## src/rtl/lockstep_divergence_monitor_if.sv

```systemverilog
// Bus bundle between the lockstep pair stimulus side and the divergence monitor.
// Carries the run control, the two PC/Result streams and the captured verdict.
interface lockstep_divergence_monitor_if #(
  parameter int WIDTH = 32,
  parameter int CNT_W = 16
);
  // Protocol: no valid/ready pair. start is a level sampled in IDLE/DONE, the
  // streams are sampled on every edge while busy, done pulses once per run, and
  // abort wins over everything.
  logic             start;
  logic             abort;
  logic [WIDTH-1:0] pc_golden;
  logic [WIDTH-1:0] result_golden;
  logic [WIDTH-1:0] pc_faulty;
  logic [WIDTH-1:0] result_faulty;

  logic             busy;
  logic             detected;
  logic             done;
  logic [1:0]       outcome;
  logic [CNT_W-1:0] first_cycle;
  logic [WIDTH-1:0] first_pc_golden;
  logic [WIDTH-1:0] first_pc_faulty;
  logic [WIDTH-1:0] first_result_golden;
  logic [WIDTH-1:0] first_result_faulty;
  logic [CNT_W-1:0] mismatch_count;
  logic [1:0]       dbg_state;

  modport master (
    output start, abort, pc_golden, result_golden, pc_faulty, result_faulty,
    input  busy, detected, done, outcome, first_cycle, first_pc_golden,
           first_pc_faulty, first_result_golden, first_result_faulty,
           mismatch_count, dbg_state
  );

  modport slave (
    input  start, abort, pc_golden, result_golden, pc_faulty, result_faulty,
    output busy, detected, done, outcome, first_cycle, first_pc_golden,
           first_pc_faulty, first_result_golden, first_result_faulty,
           mismatch_count, dbg_state
  );
endinterface

```

## src/rtl/lockstep_divergence_monitor.sv

```systemverilog
// Sink-side lockstep checker: samples golden/faulty streams over a bounded window,
// captures the first divergence, counts mismatches and classifies the fault outcome.
module lockstep_divergence_monitor #(
  parameter int WIDTH      = 32,
  parameter int MAX_CYCLES = 64,
  parameter int CNT_W      = 16
) (
  input logic                          clk,
  input logic                          rst,
  lockstep_divergence_monitor_if.slave bus
);

  typedef enum logic [1:0] {
    S_IDLE     = 2'd0,
    S_RUN      = 2'd1,
    S_DIVERGED = 2'd2,
    S_DONE     = 2'd3
  } state_t;

  // Window index is sized from MAX_CYCLES so a narrow CNT_W cannot cut the run short.
  localparam int               CYC_W    = (MAX_CYCLES > 1) ? $clog2(MAX_CYCLES) : 1;
  localparam logic [CYC_W-1:0] LAST_IDX = CYC_W'(MAX_CYCLES - 1);
  localparam logic [CNT_W-1:0] CNT_MAX  = '1;

  localparam logic [1:0] OUT_MASKED = 2'b01;
  localparam logic [1:0] OUT_DATA   = 2'b10;
  localparam logic [1:0] OUT_CTRL   = 2'b11;

  state_t           r_state;
  state_t           w_next;

  logic [CYC_W-1:0] r_cycle_cnt;
  logic             r_pc_div;
  logic             r_detected;
  logic             r_done;
  logic [1:0]       r_outcome;
  logic [CNT_W-1:0] r_first_cycle;
  logic [WIDTH-1:0] r_first_pc_golden;
  logic [WIDTH-1:0] r_first_pc_faulty;
  logic [WIDTH-1:0] r_first_result_golden;
  logic [WIDTH-1:0] r_first_result_faulty;
  logic [CNT_W-1:0] r_mismatch_count;

  logic             w_pcm;
  logic             w_mm;
  logic             w_sampling;
  logic             w_last;
  logic             w_start;
  logic             w_clear;
  logic             w_detected_fin;
  logic             w_pc_div_nxt;
  logic [1:0]       w_outcome_fin;

  always_comb begin
    w_pcm          = (bus.pc_golden != bus.pc_faulty);
    w_mm           = w_pcm || (bus.result_golden != bus.result_faulty);
    w_sampling     = (r_state == S_RUN) || (r_state == S_DIVERGED);
    w_last         = w_sampling && (r_cycle_cnt == LAST_IDX);
    w_start        = bus.start && ((r_state == S_IDLE) || (r_state == S_DONE));
    w_clear        = bus.abort || w_start;
    // Verdict on the terminating edge must include that edge's own sample.
    w_detected_fin = r_detected || w_mm;
    w_pc_div_nxt   = r_pc_div || w_pcm;
    if (!w_detected_fin)   w_outcome_fin = OUT_MASKED;
    else if (w_pc_div_nxt) w_outcome_fin = OUT_CTRL;
    else                   w_outcome_fin = OUT_DATA;
  end

  always_comb begin
    w_next = r_state;
    if (bus.abort) begin
      w_next = S_IDLE;
    end else begin
      case (r_state)
        S_IDLE, S_DONE: if (bus.start) w_next = S_RUN;
        S_RUN: begin
          if (w_last)    w_next = S_DONE;
          else if (w_mm) w_next = S_DIVERGED;
        end
        S_DIVERGED: if (w_last) w_next = S_DONE;
        default:    w_next = S_IDLE;
      endcase
    end
  end

  always_ff @(posedge clk or negedge rst) begin
    if (!rst) r_state <= S_IDLE;
    else      r_state <= w_next;
  end

  always_ff @(posedge clk or negedge rst) begin
    if (!rst) begin
      r_cycle_cnt           <= '0;
      r_pc_div              <= 1'b0;
      r_detected            <= 1'b0;
      r_done                <= 1'b0;
      r_outcome             <= '0;
      r_first_cycle         <= '0;
      r_first_pc_golden     <= '0;
      r_first_pc_faulty     <= '0;
      r_first_result_golden <= '0;
      r_first_result_faulty <= '0;
      r_mismatch_count      <= '0;
    end else if (w_clear) begin
      r_cycle_cnt           <= '0;
      r_pc_div              <= 1'b0;
      r_detected            <= 1'b0;
      r_done                <= 1'b0;
      r_outcome             <= '0;
      r_first_cycle         <= '0;
      r_first_pc_golden     <= '0;
      r_first_pc_faulty     <= '0;
      r_first_result_golden <= '0;
      r_first_result_faulty <= '0;
      r_mismatch_count      <= '0;
    end else begin
      r_done <= 1'b0;
      if (w_sampling) begin
        r_cycle_cnt <= r_cycle_cnt + CYC_W'(1);
        if (r_state == S_RUN) begin
          if (w_mm) begin
            r_first_cycle         <= CNT_W'(r_cycle_cnt);
            r_first_pc_golden     <= bus.pc_golden;
            r_first_pc_faulty     <= bus.pc_faulty;
            r_first_result_golden <= bus.result_golden;
            r_first_result_faulty <= bus.result_faulty;
            r_detected            <= 1'b1;
            r_mismatch_count      <= CNT_W'(1);
            r_pc_div              <= w_pcm;
          end
        end else begin
          if (w_mm && (r_mismatch_count != CNT_MAX))
            r_mismatch_count <= r_mismatch_count + CNT_W'(1);
          r_pc_div <= w_pc_div_nxt;
        end
        if (w_last) begin
          r_done    <= 1'b1;
          r_outcome <= w_outcome_fin;
        end
      end
    end
  end

  assign bus.busy                = w_sampling;
  assign bus.detected            = r_detected;
  assign bus.done                = r_done;
  assign bus.outcome             = r_outcome;
  assign bus.first_cycle         = r_first_cycle;
  assign bus.first_pc_golden     = r_first_pc_golden;
  assign bus.first_pc_faulty     = r_first_pc_faulty;
  assign bus.first_result_golden = r_first_result_golden;
  assign bus.first_result_faulty = r_first_result_faulty;
  assign bus.mismatch_count      = r_mismatch_count;
  assign bus.dbg_state           = r_state;

endmodule

```

## src/flat_wrapper.sv

```systemverilog
// flat-port wrapper written by rule: the top's interface ports become plain ports
module lockstep_divergence_monitor_flat 
#(
  parameter int WIDTH      = 32,
  parameter int MAX_CYCLES = 64,
  parameter int CNT_W      = 16
)
  (clk, rst, bus_start, bus_abort, bus_pc_golden, bus_result_golden, bus_pc_faulty, bus_result_faulty, bus_busy, bus_detected, bus_done, bus_outcome, bus_first_cycle, bus_first_pc_golden, bus_first_pc_faulty, bus_first_result_golden, bus_first_result_faulty, bus_mismatch_count, bus_dbg_state);
  lockstep_divergence_monitor_if #(.WIDTH(WIDTH), .CNT_W(CNT_W)) bus_i ();
  input logic clk;
  input logic rst;
  input wire logic [$bits(bus_i.start)-1:0] bus_start;
  input wire logic [$bits(bus_i.abort)-1:0] bus_abort;
  input wire logic [$bits(bus_i.pc_golden)-1:0] bus_pc_golden;
  input wire logic [$bits(bus_i.result_golden)-1:0] bus_result_golden;
  input wire logic [$bits(bus_i.pc_faulty)-1:0] bus_pc_faulty;
  input wire logic [$bits(bus_i.result_faulty)-1:0] bus_result_faulty;
  output wire logic [$bits(bus_i.busy)-1:0] bus_busy;
  output wire logic [$bits(bus_i.detected)-1:0] bus_detected;
  output wire logic [$bits(bus_i.done)-1:0] bus_done;
  output wire logic [$bits(bus_i.outcome)-1:0] bus_outcome;
  output wire logic [$bits(bus_i.first_cycle)-1:0] bus_first_cycle;
  output wire logic [$bits(bus_i.first_pc_golden)-1:0] bus_first_pc_golden;
  output wire logic [$bits(bus_i.first_pc_faulty)-1:0] bus_first_pc_faulty;
  output wire logic [$bits(bus_i.first_result_golden)-1:0] bus_first_result_golden;
  output wire logic [$bits(bus_i.first_result_faulty)-1:0] bus_first_result_faulty;
  output wire logic [$bits(bus_i.mismatch_count)-1:0] bus_mismatch_count;
  output wire logic [$bits(bus_i.dbg_state)-1:0] bus_dbg_state;
  assign bus_i.start = bus_start;
  assign bus_i.abort = bus_abort;
  assign bus_i.pc_golden = bus_pc_golden;
  assign bus_i.result_golden = bus_result_golden;
  assign bus_i.pc_faulty = bus_pc_faulty;
  assign bus_i.result_faulty = bus_result_faulty;
  assign bus_busy = bus_i.busy;
  assign bus_detected = bus_i.detected;
  assign bus_done = bus_i.done;
  assign bus_outcome = bus_i.outcome;
  assign bus_first_cycle = bus_i.first_cycle;
  assign bus_first_pc_golden = bus_i.first_pc_golden;
  assign bus_first_pc_faulty = bus_i.first_pc_faulty;
  assign bus_first_result_golden = bus_i.first_result_golden;
  assign bus_first_result_faulty = bus_i.first_result_faulty;
  assign bus_mismatch_count = bus_i.mismatch_count;
  assign bus_dbg_state = bus_i.dbg_state;
  lockstep_divergence_monitor #(.WIDTH(WIDTH), .MAX_CYCLES(MAX_CYCLES), .CNT_W(CNT_W)) u_core (.clk(clk), .rst(rst), .bus(bus_i));
endmodule
```

## config.mk

```make
export PLATFORM = sky130hd
export DESIGN_NAME = lockstep_divergence_monitor_flat
export DESIGN_NICKNAME = d
export VERILOG_FILES = /design/src/rtl/lockstep_divergence_monitor_if.sv /design/src/rtl/lockstep_divergence_monitor.sv /design/src/flat_wrapper.sv
export SDC_FILE = /design/constraint.sdc
export NUM_CORES = 1
export LEC_CHECK = 0
export CAP_MARGIN = 20
export CORE_MARGIN = 4
export CORE_UTILIZATION = 39
export CTS_CLUSTER_SIZE = 28
export DETAILED_ROUTE_END_ITERATION = 8
export PLACE_DENSITY = 0.86
export SLEW_MARGIN = 0
export SYNTH_ARGS = -nofsm -noshare
export SYNTH_HDL_FRONTEND = slang
export SYNTH_SLANG_ARGS = --single-unit
```

## constraint.sdc

```tcl
create_clock -name clk -period 2.12 [get_ports clk]
set_input_delay 0.53 -clock clk [delete_from_list [all_inputs] [get_ports clk]]
set_output_delay 0.53 -clock clk [all_outputs]
set_load 0.005 [all_outputs]
```

==> out/qor.yml <==
run_status:
  violations: "setup timing"
  run_status: "complete, but fails checks"
clocking:
  htreeDepth: 4
  numCtsBuffers: 17
  cts_tree: "built"
  cts.clk_slew.worst_paths_ns: 0.06
  numClockSinks: 163
  cts_max_path_buffers: 2
  clock_latency_ns: 0.42
  cts-root-buf: "clkbuf_16"
worst_setup_path:
  startpoint_type: "input port"
  critical_path_class: "in -> reg"
  critPathRequiredTime_ns: 2.47
  endpoint_kind: "register"
  cp_max_fo: 7
  worstPathArrival_ns: 2.72
synth:
  synth_ff_type: "dfrtp_1"
  syn_inst: 591
  synth.area.top_cells: "dfrtp_1 57%, a22o_1 17%, xnor2_1 8.1%"
  yosys.area.top_type: "dfrtp_1"
  synth-seq-cells: 163
  synth.yosys.seq_area_share_pct: 57.0
  yosysWarnings: 0
  synthArstFlopShare_pct: 100
  synth-edff-count: 0
  synthDistinctLibCells: 48
  syn_area_per_cell_um2: 12.1
  yosysTopAreaCellShare_pct: 57.0
  netlist_area_um2: 7160
detailed_routing:
  routed_wl_um: 29500
  ant_nets: 0
  via_count: 7017
  wl_per_cell_um: 24.0
  drtIter0Drc: 503
  drcViolationCount: 0
  viasPerCell: 5.70
  detailedRoute.firstPassIterationCount: 5
pwr:
  finalPower_w: 0.0118
  leakage_nw: 5.85
  ir_worst_vdd_mv: 0.584
  powerDensity_nw_per_um2: 930
global_route:
  grt_max_degree: 52
  track_usage_pct: 28.0
  grt_antenna_before_repair: 6
  grt_first_pass_wirelength_um: 43600
  grt_overflow: 0
  first_global_vias: 7356
sta:
  setup_tns_ns: -22.69
  fmax_mhz: 423
  fin_crit_sh_pct: 112
  slew_viol_final: 0
  relSlewSlack_pct: 65.6
  fin_crit_ns: 2.37
  hold_viol: 0
  rsz0062_at_grt: "yes"
  finalSetupViolCount: 155
  tightest_slew_ns: 0.516
  timing.final.ws_setup_ns: -0.246
  skew_ns: 0.00794
die:
  dieArea_um2: 20600
  start_util_pct: 39.7
  die_height_um: 143
  coreArea_um2: 18000
  rows: 49
  io_pins: 299
  die_w_um: 143
place:
  place_hpwl_um: 18400
  place_congestion: 0.892
  place_area_um2: 10900
  port_buffers: 288
finish:
  final_area_um2: 12700
  nNetsFinal: 1122
  num-fill-cells: 1173
  drive_gt1_share_pct: 32.5
  post-route-util_pct: 70.6
  syn_to_final_growth_pct: 77.9
min_path:
  worstHoldPathType: "in -> async"
run:
  maxCapViolations: 0
registers in the layout (all words and copies together) (netlist names):
register / cells
u_core.r_pc_div: 1
u_core.bus.detected: 1
u_core.bus.first_result_golden: 32
u_core.r_cycle_cnt: 6
u_core.bus.first_pc_golden: 32
u_core.bus.outcome: 2
u_core.bus.dbg_state: 2
u_core.bus.done: 1
u_core.bus.first_pc_faulty: 32
u_core.bus.first_result_faulty: 32
u_core.bus.first_cycle: 6
u_core.bus.mismatch_count: 16
layer usage:
layer,GRT usage (%),up-vias,part of all wire (%),routed length [µm]
li1,-,3016,-,-
met1,34.6,3497,38,11200
met2,46.8,432,50,14700
met3,7.02,72,8.7,2580
met4,12.1,0,3.8,1120
met5,0,-,0,0
repair_timing:
item | CTS | global route
cloned | 25 | 2
setup endpoints to repair | 157 | 156
hold buffers | 0 | 0
resized for setup | 462 | 89
setup buffers | 27 | 2
pin swaps | 89 | 49
per-stage QoR:
stage | instances | hold slack, ns | worst slack, ns
floorplan | 600 | 0.234 | -0.135
global placement | 1152 | 0.480 | -1.22
detailed placement | 1152 | 0.481 | -1.26
CTS | 1232 | 0.0591 | -0.138
global route | 1232 | 0.0772 | -0.282
finish | 1232 | 0.0539 | -0.246
power breakdown:
| part | switching, W | internal [W] | total [W] | leakage [nW] |
|---|---|---|---|---|
| registers | 0.000269 | 0.00348 | 0.00375 | 2.26 |
| logic | 0.00218 | 0.00261 | 0.00479 | 3.28 |
| clock network | 0.00127 | 0.00203 | 0.00330 | 0.304 |
| total | 0.00372 | 0.00812 | 0.0118 | 5.85 |
cell families (layout without fill, tap and decap cells):
logic type	Yosys count	after routing	share of synthesized area, %
AOI/OAI and AO/OA	190	190	22.2
DFF	163	163	57.0
and+or+nand+nor	109	109	7.65
xor gates and xnor gates	67	67	8.20
buffers and inverters	56	453	4.09
adders and majority gates	4	4	0.699
other	1	16	0.0524
muxes	1	1	0.140
cells in the mapped netlist, types with 3 or more instances:
cell / number
dfrtp_1: 163
a22o_1: 135
xnor2_1: 66
nand2_1: 36
nor2_1: 21
buf_2: 18
nand4_1: 18
clkbuf_1: 17
buf_4: 14
nand3_1: 11
a21o_1: 6
a21oi_1: 6
o21ai_0: 6
o31ai_1: 6
a31oi_1: 5
inv_1: 5
a31o_1: 4
ha_1: 4
nor3_1: 4
or3_1: 4
o41ai_1: 3
cells in the final DEF (no fill, tap or decap), drive strengths merged, types with 7 or more instances in the layout:
cell type | synthesis | final
xnor2 | 66 | 66
inv | 5 | 7
nand4 | 19 | 19
nor2 | 21 | 21
nand2 | 36 | 36
clkdlybuf4s15 | 0 | 42
conb | 1 | 10
nand3 | 11 | 11
buf | 34 | 183
clkbuf | 17 | 44
clkdlybuf4s50 | 0 | 158
dlygate4sd2 | 0 | 11
dfrtp | 163 | 163
a22o | 135 | 135
layout make-up:
cell class / instances / area (µm²) / share of cell area (%)
multi-input cells: 381 / 3400 / 26.7
flip-flops and latches: 163 / 4080 / 32.0
inverters: 5 / 18.8 / 0.147
diodes: 6 / 15.0 / 0.118
well taps: 229 / 287 / 2.25
clock buffers: 21 / 460 / 3.62
clock inverters: 9 / 153 / 1.20
repair buffers: 418 / 4320 / 33.9
path summary, 6_finish.rpt:
| check | from | end | slack [ns] | cells after the start |
|---|---|---|---|---|
| worst max-delay path | bus_result_golden[29] | u_core.bus.first_result_golden[21] | -0.25 | 13 |
| min in group clk | bus_pc_golden[20] | u_core.bus.first_pc_golden[20] | 0.35 | 2 |
| worst max register to register | u_core.bus.dbg_state[1] | u_core.bus.first_result_golden[21] | -0.02 | 9 |
| max in group asynchronous | rst | u_core.bus.first_result_faulty[31] | 1.38 | 2 |
| worst min register to register | u_core.bus.first_pc_faulty[14] | u_core.bus.first_pc_faulty[14] | 0.50 | 1 |
| worst min-delay path | rst | u_core.bus.mismatch_count[3] | 0.05 | 1 |
critical path, stage by stage:
cell	delay, ns
buf_4	0.14
xnor2_4	0.19
nand4_1	0.20
nor4_4	0.38
buf_4	0.18
nand4_4	0.11
buf_12	0.14
a31oi_4	0.21
buf_12	0.16
buf_12	0.11
buf_12	0.11
buf_16	0.12
a22o_1	0.13
No activity file was read; power rests on OpenSTA's default activity.
